**src/rtl/alu_seq_pkg.sv**
```systemverilog
// rtl/alu_seq_pkg.sv - shared types and latency defaults for the ALU op sequencer
package alu_seq_pkg;

    typedef enum logic [1:0] {
        OP_ADD = 2'd0,
        OP_SUB = 2'd1,
        OP_MUL = 2'd2,
        OP_DIV = 2'd3
    } op_t;

    typedef enum logic [1:0] {
        S_IDLE = 2'd0,
        S_EXEC = 2'd1,
        S_RESP = 2'd2
    } state_t;

    localparam int DEF_WIDTH   = 64;
    localparam int DEF_ADD_LAT = 1;
    localparam int DEF_MUL_LAT = 4;
    localparam int DEF_DIV_LAT = 16;

    // Largest of the three unit latencies; sizes the shared down-counter.
    function automatic int max_lat(input int add_lat, input int mul_lat, input int div_lat);
        int m;
        m = add_lat;
        if (mul_lat > m) m = mul_lat;
        if (div_lat > m) m = div_lat;
        return m;
    endfunction

endpackage

```
**src/rtl/alu_lat_counter.sv**
```systemverilog
// rtl/alu_lat_counter.sv - loadable down-counter with zero flag for unit latency
module alu_lat_counter #(
    parameter int CW = 4
) (
    input  logic          clk,
    input  logic          reset,
    input  logic          load_i,
    input  logic [CW-1:0] load_val_i,
    input  logic          dec_i,
    output logic [CW-1:0] count_o,
    output logic          zero_o
);

    logic [CW-1:0] count_q;

    // Load has priority over decrement; decrement saturates at zero.
    always_ff @(posedge clk) begin
        if (reset) begin
            count_q <= '0;
        end else if (load_i) begin
            count_q <= load_val_i;
        end else if (dec_i && (count_q != '0)) begin
            count_q <= count_q - 1'b1;
        end
    end

    assign count_o = count_q;
    assign zero_o  = (count_q == '0);

endmodule

```
**src/rtl/alu_op_sequencer.sv**
```systemverilog
// rtl/alu_op_sequencer.sv - issues one ALU op at a time through the shared result mux
module alu_op_sequencer
    import alu_seq_pkg::*;
#(
    parameter int WIDTH   = DEF_WIDTH,
    parameter int ADD_LAT = DEF_ADD_LAT,
    parameter int MUL_LAT = DEF_MUL_LAT,
    parameter int DIV_LAT = DEF_DIV_LAT
) (
    input  logic             clk,
    input  logic             reset,
    input  logic             req_valid,
    output logic             req_ready,
    input  logic [1:0]       req_op,
    input  logic [WIDTH-1:0] req_a,
    input  logic [WIDTH-1:0] req_b,
    output logic [WIDTH-1:0] unit_a,
    output logic [WIDTH-1:0] unit_b,
    output logic [1:0]       mux_select,
    input  logic [WIDTH-1:0] mux_output,
    output logic             rsp_valid,
    input  logic             rsp_ready,
    output logic [WIDTH-1:0] rsp_data,
    output logic             rsp_div_zero,
    output logic             busy
);

    localparam int MAX_LAT = max_lat(ADD_LAT, MUL_LAT, DIV_LAT);
    localparam int CW      = (MAX_LAT > 1) ? $clog2(MAX_LAT) : 1;

    state_t             state_q;
    logic [WIDTH-1:0]   unit_a_q;
    logic [WIDTH-1:0]   unit_b_q;
    logic [1:0]         mux_select_q;
    logic               rsp_valid_q;
    logic [WIDTH-1:0]   rsp_data_q;
    logic               rsp_div_zero_q;

    logic               accept;
    logic               div_by_zero;
    logic               cnt_load;
    logic               cnt_dec;
    logic [CW-1:0]      cnt_load_d;
    logic [CW-1:0]      cnt_value;
    logic               cnt_zero;

    assign accept      = (state_q == S_IDLE) && req_valid;
    assign div_by_zero = (op_t'(req_op) == OP_DIV) && (req_b == '0);
    assign cnt_load    = accept && !div_by_zero;
    assign cnt_dec     = (state_q == S_EXEC);

    // Counter preload is the chosen unit's latency minus one, so zero is reached on the capture edge.
    always_comb begin
        cnt_load_d = '0;
        case (op_t'(req_op))
            OP_ADD, OP_SUB: cnt_load_d = CW'(ADD_LAT - 1);
            OP_MUL:         cnt_load_d = CW'(MUL_LAT - 1);
            OP_DIV:         cnt_load_d = CW'(DIV_LAT - 1);
            default:        cnt_load_d = '0;
        endcase
    end

    alu_lat_counter #(
        .CW (CW)
    ) u_lat_counter (
        .clk        (clk),
        .reset      (reset),
        .load_i     (cnt_load),
        .load_val_i (cnt_load_d),
        .dec_i      (cnt_dec),
        .count_o    (cnt_value),
        .zero_o     (cnt_zero)
    );

    // Sequencer FSM: accept in IDLE, wait out the unit latency in EXEC, hold the result in RESP.
    always_ff @(posedge clk) begin
        if (reset) begin
            state_q        <= S_IDLE;
            unit_a_q       <= '0;
            unit_b_q       <= '0;
            mux_select_q   <= '0;
            rsp_valid_q    <= 1'b0;
            rsp_data_q     <= '0;
            rsp_div_zero_q <= 1'b0;
        end else begin
            case (state_q)
                S_IDLE: begin
                    if (req_valid) begin
                        mux_select_q <= req_op;
                        unit_a_q     <= req_a;
                        unit_b_q     <= req_b;
                        if (div_by_zero) begin
                            // No unit result to wait for; answer immediately with the saturated quotient.
                            rsp_data_q     <= '1;
                            rsp_div_zero_q <= 1'b1;
                            rsp_valid_q    <= 1'b1;
                            state_q        <= S_RESP;
                        end else begin
                            state_q <= S_EXEC;
                        end
                    end
                end
                S_EXEC: begin
                    if (cnt_zero) begin
                        rsp_data_q     <= mux_output;
                        rsp_div_zero_q <= 1'b0;
                        rsp_valid_q    <= 1'b1;
                        state_q        <= S_RESP;
                    end
                end
                S_RESP: begin
                    if (rsp_ready) begin
                        rsp_valid_q <= 1'b0;
                        state_q     <= S_IDLE;
                    end
                end
                default: begin
                    state_q <= S_IDLE;
                end
            endcase
        end
    end

    assign req_ready    = (state_q == S_IDLE);
    assign busy         = (state_q != S_IDLE);
    assign unit_a       = unit_a_q;
    assign unit_b       = unit_b_q;
    assign mux_select   = mux_select_q;
    assign rsp_valid    = rsp_valid_q;
    assign rsp_data     = rsp_data_q;
    assign rsp_div_zero = rsp_div_zero_q;

    logic unused_cnt;
    assign unused_cnt = ^cnt_value;

endmodule

```
**config.mk**
```make
export PLATFORM = sky130hd
export DESIGN_NAME = alu_op_sequencer
export DESIGN_NICKNAME = d
export VERILOG_FILES = /design/src/rtl/alu_seq_pkg.sv /design/src/rtl/alu_lat_counter.sv /design/src/rtl/alu_op_sequencer.sv
export SDC_FILE = /design/constraint.sdc
export NUM_CORES = 1
export LEC_CHECK = 0
export BUFFER_PORTS_ARGS = -buffer_cell sky130_fd_sc_hd__buf_2
export CORE_AREA = 2 2 153 155
export CTS_CLUSTER_DIAMETER = 80
export DETAILED_ROUTE_END_ITERATION = 16
export DIE_AREA = 0 0 155 157
export PLACE_DENSITY = 0.68
export SYNTH_ARGS = -nofsm -noshare
export SYNTH_HDL_FRONTEND = slang
export SYNTH_SLANG_ARGS = --single-unit
```
**constraint.sdc**
```tcl
create_clock -name clk -period 2.2 [get_ports clk]
set_input_delay 0.44 -clock clk [delete_from_list [all_inputs] [get_ports clk]]
set_output_delay 0.44 -clock clk [all_outputs]
set_load 0.02 [all_outputs]
```
==> results of run 1 <==
[cell families after synthesis]
kind of cell,Yosys count
AOI/OAI and AO/OA,346
xor gates and xnor gates,1
adders and majority gates,1
buffers and inverters,149
DFF,202
and+or+nand+nor,369
[layer usage]
metal  GRT usage [%]  part of all wire [%]  routed length, um  up-vias
li1                -                     -                  -     4220
met1            23.8                    42              10500     3812
met2            32.5                    47              12000      325
met3            4.71                   8.2               2060       49
met4            6.08                   2.6                659        2
met5               0                 0.052                 13        -
[worst min-delay path, cell delays in order]
cell and delay (ns):
buf_2 0.09, nand2_1 0.04, a21oi_1 0.05
[flip-flops by register name (all words and copies together), names as in the netlist]
register               cells
state_q                    2
rsp_div_zero               1
mux_select                 2
u_lat_counter.count_o      4
rsp_valid                  1
unit_b                    64
rsp_data                  64
unit_a                    64
[layout make-up]
class	count	area, um2	share of cell area, %
Antenna cell	1	2.50	0.0226
Clock inverter	10	80.1	0.722
Clock buffer	30	632	5.69
Timing Repair Buffer	415	2260	20.4
Multi-Input combinational cell	717	3460	31.2
Inverter	68	255	2.30
Sequential cell	202	4050	36.5
Tap cell	285	357	3.21
[stage by stage]
step	hold WS, ns	area [um2]
global placement	0.439	10400
finish	0.180	11100
detailed placement	0.443	10400
floorplan	0.535	8090
global route	0.171	11100
CTS	0.163	11100
[what timing repair did]
item | in CTS | in global routing
resized for setup | 1 | 2
pin swaps | 0 | 0
hold buffers | 0 | 0
endpoints found under the setup margin | 1 | 1
[final timing paths]
path	from	end	slack (ns)	cells after the start
setup reg to reg	u_lat_counter.count_o[0]	rsp_data[15]	0.41	8
setup / recovery	state_q[1]	busy	0.16	3
hold / removal	req_a[23]	unit_a[23]	0.18	3
hold reg to reg	unit_b[62]	unit_b[62]	0.45	2
[placed cells by master (no fill, tap or decap), types with 15 or more instances in the layout]
| master | n |
|---|---|
| dfxtp_1 | 200 |
| buf_2 | 394 |
| o21ai_0 | 62 |
| nand2_1 | 262 |
| a21oi_1 | 224 |
| inv_1 | 67 |
| nor2_1 | 72 |
| clkbuf_16 | 23 |
| nor4_1 | 15 |
| a21oi_2 | 40 |
[report_power, final]
part	leakage (nW)	switching (mW)	internal, mW
Combinational	3.29	1.43	0.774
Clock	0.352	1.49	2.13
Sequential	1.66	0.194	3.99
==> run_results.csv, run 1 <==
group,metric,value,unit
final_layout,area_growth,37.1,%
timing,timing.final.crit_period,2.04,ns
place,io_buffers,395,
worst_setup_path,cp-start-kind,"register",
timing,tightest_slew,0.499,ns
place,dp_hpwl,17700,um
clocking,cts_tree,"built",
floorplan,die_h,157,um
clocking,root_buffer,"clkbuf_16",
worst_setup_path,cp_slowest_cell,"dfxtp_2",
synth,synth_compound_area_share,23.9,%
grt,first_global_vias,7610,
clocking,clk_latency,0.49,ns
worst_hold_path,min_path_type,"in -> reg",
detailed_routing,wl_per_cell,14.6,um
synth,ys_types,40,
worst_setup_path,cpPeakStageDelay,0.36,ns
synth,synth_edf_count,0,
grt,grt_overflow,0,
detailed_routing,wl,25200,um
worst_setup_path,worstPathArrival,1.60,ns
floorplan,chipWidth,155,um
synth,ys_warn_count,0,
power,power.total,10.0,mW
power,power.density,902,mW/mm2
synth,synth_common_cells,"nand2_1, a21oi_1, dfxtp_1",
worst_setup_path,required,1.76,ns
place,pre_cts_slack,-0.110,ns
synth,syn_area,0.00809,mm2
status,run_status,"completed",
synth,synth_cells,1068,
final_layout,fillCellCount,2244,
timing,rsz0062_at_grt,"false",
place,dp.cells,1687,
grt,antenna_found_initial,2,
synth,yosys.area_share.simple,18.4,%
timing,clock_skew,0.00634,ns
synth,synth_xor_area_share,0.108,%
worst_setup_path,crit_path_cell_trace,"or2_2 -> buf_6 -> buf_2",
timing,layout_setup_ws,0.158,ns
timing,relSlewSlack,66.4,%
floorplan,initial_core_util,36.0,%
timing,fmax,0.490,GHz
grt,grt_pass1_wl,38400,um
timing,period_share,92.8,%
synth,avgSynthCellArea,7.58,um2
synth,synth_seq_cells,202,
worst_setup_path,crit_buf_inv,2,
final_layout,postLayoutCoreUtil,49.3,%
synth,synth-seq-area-share,50.0,%
synth,synth.most_common_cell,"nand2_1",
worst_setup_path,path_delay_family,"buffers and inverters",
clocking,clk_pin_slew,0.06,ns
clocking,cts.sinks,202,
job,maxCapViolations,0,
floorplan,boundaryPins,396,
final_layout,nets,1625,
clocking,clockBufferDepth,3,
power,leakagePower,5.30,nW
synth,syn-num-nets,1267,
timing,tns,0,ns
final_layout,drive_above_1_share,35.1,%
synth,synth_mux_area_share,0,%
timing,finalHoldViolCount,0,
floorplan,die-area,0.0243,mm2
synth,synth_top_area_share,50.0,%
clocking,cts_setup_buffers,0,
synth,synth_ff_type,"dfxtp_1",
detailed_routing,route.detailed.drc,0,
synth,synth_area_leaders,"dfxtp_1, a21oi_1, nand2_1, a21oi_2, o21ai_0",
detailed_routing,antenna_left,0,
clocking,cts-buffers-inserted,22,
detailed_routing,vias_per_cell,4.87,
worst_setup_path,worst-setup-path-type,"reg -> out",
clocking,htree_levels,1,
worst_setup_path,path_max_fanout,36,
synth,async_flop_share,0,%
detailed_routing,vias,8408,
power,ir_drop,0.000520,V
grt,grt.total_usage,19.1,%
place,gp_congestion,0.835,
final_layout,fin_cells,1728,
synth,synth_adder_area_share,0.155,%
timing,finalSetupViolCount,0,
timing,final_max_slew_viol_count,0,
detailed_routing,firstDrtPassIters,4,
grt,grt_max_degree,97,
floorplan,coreArea,0.0225,mm2
synth,yosys.area.top_type,"dfxtp_1",
worst_setup_path,endpoint_kind,"output pin",
floorplan,num_rows,55,
detailed_routing,dr.first_iter.drc_count,586,
synth,synth_top_family_by_area,"compound AO/OA/AOI/OAI gates",
Power figures use the tool's default switching activity.
==> run 2: changes to the inputs <==
- PLACE_DENSITY: 0.68 -> unset
==> run_results.csv, run 2 (synthesized netlist as in run 1, its figures left out) <==
group,metric,value,unit
detailed_routing,wl,26300,um
timing,fmax,0.483,GHz
worst_setup_path,cpPeakStageDelay,0.47,ns
worst_setup_path,crit_path_cell_trace,"or2_2 -> buf_8 -> buf_2",
worst_setup_path,crit_buf_inv,2,
timing,final_max_slew_viol_count,0,
worst_setup_path,worstRegToRegCells,6,
grt,grt_max_degree,85,
floorplan,chipWidth,155,um
timing,layout_setup_ws,0.132,ns
timing,tightest_slew,0.446,ns
grt,antenna_found_initial,3,
floorplan,coreArea,0.0225,mm2
worst_setup_path,cp-start-kind,"register",
worst_setup_path,cp-startpoint,"state_q[1]",
timing,hold_slack,0.175,ns
grt,first_global_vias,7739,
worst_hold_path,min_from,"req_a[40]",
floorplan,num_rows,55,
final_layout,postLayoutCoreUtil,49.7,%
final_layout,area_growth,38.1,%
worst_setup_path,path_max_fanout,33,
floorplan,boundaryPins,396,
worst_setup_path,worstPathArrival,1.63,ns
clocking,clk_latency,0.50,ns
final_layout,final_cell_mix,"buf_2, nand2_1, a21oi_1",
detailed_routing,vias,8442,
detailed_routing,firstDrtPassIters,5,
power,p_sw_share,30.8,%
timing,rsz0062_at_grt,"false",
timing,timing.final.crit_period,2.07,ns
detailed_routing,dr.first_iter.drc_count,426,
worst_setup_path,r2r_end,"unit_a[4]",
detailed_routing,route.detailed.drc,0,
power,power.total,10.0,mW
place,io_buffers,395,
final_layout,drive_above_1_share,35.3,%
timing,tns,0,ns
clocking,htree_levels,1,
grt,grt_pass1_wl,40400,um
clocking,cts_tree,"built",
worst_setup_path,endpoint_kind,"output pin",
timing,finalHoldViolCount,0,
power,pwr-share-seq,41.9,%
worst_setup_path,required,1.76,ns
power,p_sw,3.08,mW
timing,period_share,94.0,%
final_layout,nets,1638,
power,leakagePower,5.35,nW
floorplan,initial_core_util,36.0,%
worst_setup_path,worst-setup-path-type,"reg -> out",
clocking,cts_setup_buffers,0,
clocking,cts-buffers-inserted,23,
status,run_status,"completed",
clocking,cts.sinks,202,
timing,finalSetupViolCount,0,
timing,clock_skew,0.0131,ns
worst_hold_path,min_path_type,"in -> reg",
detailed_routing,wl_per_cell,15.2,um
worst_setup_path,cp_slowest_cell,"dfxtp_1",
worst_setup_path,r2r-start,"state_q[1]",
worst_setup_path,rrSetupSlack,0.37,ns
clocking,clockBufferDepth,3,
clocking,clk_pin_slew,0.06,ns
power,pwr-share-comb,22.3,%
power,clkPwrFrac,35.8,%
clocking,root_buffer,"clkbuf_16",
final_layout,mostFrequentLayoutCell,"buf_2",
floorplan,die_h,157,um
power,power.density,895,mW/mm2
timing,relSlewSlack,70.3,%
floorplan,die-area,0.0243,mm2
worst_hold_path,holdPathStages,3,
job,maxCapViolations,0,
place,pre_cts_slack,-0.176,ns
worst_hold_path,min_to,"unit_a[40]",
detailed_routing,vias_per_cell,4.86,
grt,grt.total_usage,20.3,%
place,dp_hpwl,18700,um
worst_setup_path,path_depth,3,
worst_setup_path,path_delay_family,"flip-flops",
place,gp_congestion,0.853,
power,internal-power,6.92,mW
power,ir_drop,0.000431,V
grt,grt_overflow,0,
detailed_routing,antenna_left,0,
run 2: changes by cell type in the layout (fill, tap and decap cells not counted):
cell | before | now
diode_2 | 1 | 2
buf_6 | 2 | 1
buf_4 | 9 | 21
dfxtp_2 | 2 | 0
buf_8 | 0 | 1
clkinvlp_4 | 2 | 0
dfxtp_1 | 200 | 202
clkinv_2 | 7 | 4
clkbuf_8 | 3 | 4
run 2: cell type report:
class | instances | area (um2)
Multi-Input combinational cell | 717 | 3460
Timing Repair Buffer | 427 | 2360
Antenna cell | 2 | 5.00
Fill cell | 2279 | 11300
Sequential cell | 202 | 4040
Tap cell | 285 | 357
Clock inverter | 5 | 50.0
Clock buffer | 31 | 646
Inverter | 68 | 255
run 2: worst max path at each step:
stage                     slack [ns]                  endpoint
after floorplan                 0.34  u_lat_counter.count_o[2]
after global placement         -0.16  u_lat_counter.count_o[2]
after detailed placement       -0.18  u_lat_counter.count_o[1]
after CTS                       0.06                      busy
after global routing            0.04                      busy
final                           0.13                      busy
run 2: power groups by stage:
stage	registers [mW]	logic, mW	clock network, mW
after global routing	4.23	2.46	3.83
final	4.19	2.23	3.58
after floorplan	4.64	0.991	0
after global placement	4.26	2.22	0
after detailed placement	4.26	2.24	0
after CTS	4.19	2.25	3.70
run 2: routing by layer:
| layer | part of all wire, % | track usage (%) | up-vias |
|---|---|---|---|
| li1 | - | - | 4240 |
| met1 | 42 | 25.3 | 3803 |
| met2 | 46 | 33.8 | 343 |
| met3 | 8.9 | 5.53 | 54 |
| met4 | 3.1 | 7.01 | 2 |
| met5 | 0.053 | 0 | - |
run 2: worst register-to-register path: cells and delay by family (launching register included):
kind / cells / cell delay [ns]
and+or+nand+nor: 3 / 0.86
buffers and inverters: 2 / 0.39
DFF: 1 / 0.38
AOI/OAI and AO/OA: 1 / 0.12
run 2: stage by stage:
stage / instance area, um2 / instances
detailed placement: 10500 / 1699
floorplan: 8090 / 1068
global placement: 10500 / 1699
finish: 11200 / 1737
global route: 11200 / 1736
CTS: 11200 / 1735
run 2: repair_timing:
action | in CTS | in global routing
resized for setup | 1 | 1
endpoints found under the setup margin | 1 | 1
hold buffers | 0 | 0
==> run 3: changes to the inputs <==
- CAP_MARGIN: unset -> 20
- SETUP_SLACK_MARGIN: unset -> 0.4
==> run_results.csv, run 3 (synthesized netlist as in run 1, its figures left out) <==
group,metric,value,unit
floorplan,die-area,0.0243,mm2
clocking,clk_latency,0.49,ns
clocking,htree_levels,1,
detailed_routing,vias,8482,
final_layout,nets,1652,
timing,fmax,0.557,GHz
floorplan,coreArea,0.0225,mm2
detailed_routing,wl_per_cell,15.7,um
timing,final_max_slew_viol_count,0,
detailed_routing,wl_met2,13300,um
floorplan,initial_core_util,36.0,%
worst_setup_path,endpoint_kind,"output pin",
power,power.total,10.3,mW
worst_setup_path,worstPathArrival,1.36,ns
grt,antenna_found_initial,2,
timing,finalSetupViolCount,0,
power,ir_drop,0.000530,V
power,power.density,892,mW/mm2
status,run_status,"completed",
place,dp_hpwl,18600,um
worst_setup_path,required,1.76,ns
final_layout,postLayoutCoreUtil,51.1,%
timing,finalHoldViolCount,0,
worst_hold_path,holdPathStages,3,
place,gp_congestion,0.819,
final_layout,area_growth,42.2,%
grt,first_global_vias,7754,
final_layout,drive_above_1_share,36.6,%
floorplan,chipWidth,155,um
timing,clock_skew,0.00764,ns
floorplan,num_rows,55,
detailed_routing,wl_met3,2190,um
floorplan,boundaryPins,396,
floorplan,die_h,157,um
worst_setup_path,rrSetupSlack,0.47,ns
place,io_buffers,395,
worst_setup_path,cp-start-kind,"register",
detailed_routing,vias_per_cell,4.84,
timing,tightest_slew,0.544,ns
detailed_routing,route.detailed.drc,0,
timing,relSlewSlack,63.7,%
timing,timing.final.crit_period,1.80,ns
worst_setup_path,worst-setup-path-type,"reg -> out",
timing,rsz0062_at_grt,"true",
detailed_routing,dr.max_layer_used,"met4",
grt,grt_pass1_wl,41400,um
clocking,clockBufferDepth,3,
grt,grt_max_degree,67,
detailed_routing,dr.first_iter.drc_count,483,
clocking,cts_tree,"built",
worst_setup_path,path_max_fanout,3,
detailed_routing,wl,27600,um
clocking,cts-buffers-inserted,23,
worst_setup_path,worstRegToRegCells,9,
grt,grt_overflow,0,
final_layout,mostFrequentLayoutCell,"buf_2",
clocking,clk_pin_slew,0.06,ns
clocking,root_buffer,"clkbuf_16",
detailed_routing,firstDrtPassIters,5,
worst_hold_path,min_path_type,"in -> reg",
timing,period_share,81.6,%
grt,grt.total_usage,20.9,%
final_layout,final_cell_mix,"buf_2, nand2_1, a21oi_1",
job,maxCapViolations,0,
power,leakagePower,5.49,nW
timing,tns,0,ns
final_layout,fillCellCount,2232,
clocking,cts.sinks,202,
detailed_routing,met1_length,11600,um
detailed_routing,antenna_left,0,
[run 3: path summary, 6_finish.rpt]
path	start	endpoint
hold reg to reg	unit_a[6]	unit_a[6]
hold / removal	req_a[46]	unit_a[46]
setup reg to reg	u_lat_counter.count_o[0]	rsp_data[25]
setup / recovery	state_q[1]	busy
[run 3: what timing repair did]
| item | 4_1_cts | 5_1_grt |
|---|---|---|
| gates resized for setup | 14 | 10 |
| hold buffers | 0 | 0 |
| cloned | 1 | 4 |
| buffers inserted | 4 | 1 |
| pin swaps | 1 | 4 |
| endpoints found under the setup margin | 4 | 73 |
[run 3: per-stage QoR]
stage	hold slack, ns	cells	instance area, um2	setup WS [ns]
2_1_floorplan	0.535	1068	8090	0.335
3_3_place_gp	0.439	1703	10500	-0.134
3_5_place_dp	0.443	1703	10500	-0.137
4_1_cts	0.150	1746	11300	0.360
5_1_grt	0.153	1752	11500	0.360
6_report	0.177	1753	11500	0.404
[run 3: metal layers]
metal  global-route usage [%]  vias to the layer above
met5                        0                        -
met4                     5.03                        0
met3                     5.37                       34
met2                     35.6                      291
met1                     26.7                     3875
li1                         -                     4282
[run 3: report_power, final]
group,total (mW),leakage [nW],switching (mW),internal (mW)
clock,3.64,0.347,1.48,2.16
combinational,2.44,3.49,1.52,0.917
sequential,4.18,1.66,0.190,3.99
[run 3: worst max-delay path, stage by stage, from the launching register on]
cell     delay (ns)
dfxtp_4        0.34
or2_4          0.27
buf_12         0.14
buf_8          0.12
[run 3: layout make-up]
| class | instances | area [um2] | share of cell area (%) |
|---|---|---|---|
| Inverter | 68 | 255 | 2.22 |
| Sequential cell | 202 | 4050 | 35.2 |
| Clock inverter | 7 | 65.1 | 0.566 |
| Timing Repair Buffer | 441 | 2610 | 22.7 |
| Multi-Input combinational cell | 717 | 3520 | 30.6 |
| Antenna cell | 2 | 5.00 | 0.0435 |
| Tap cell | 285 | 357 | 3.10 |
| Clock buffer | 31 | 646 | 5.61 |
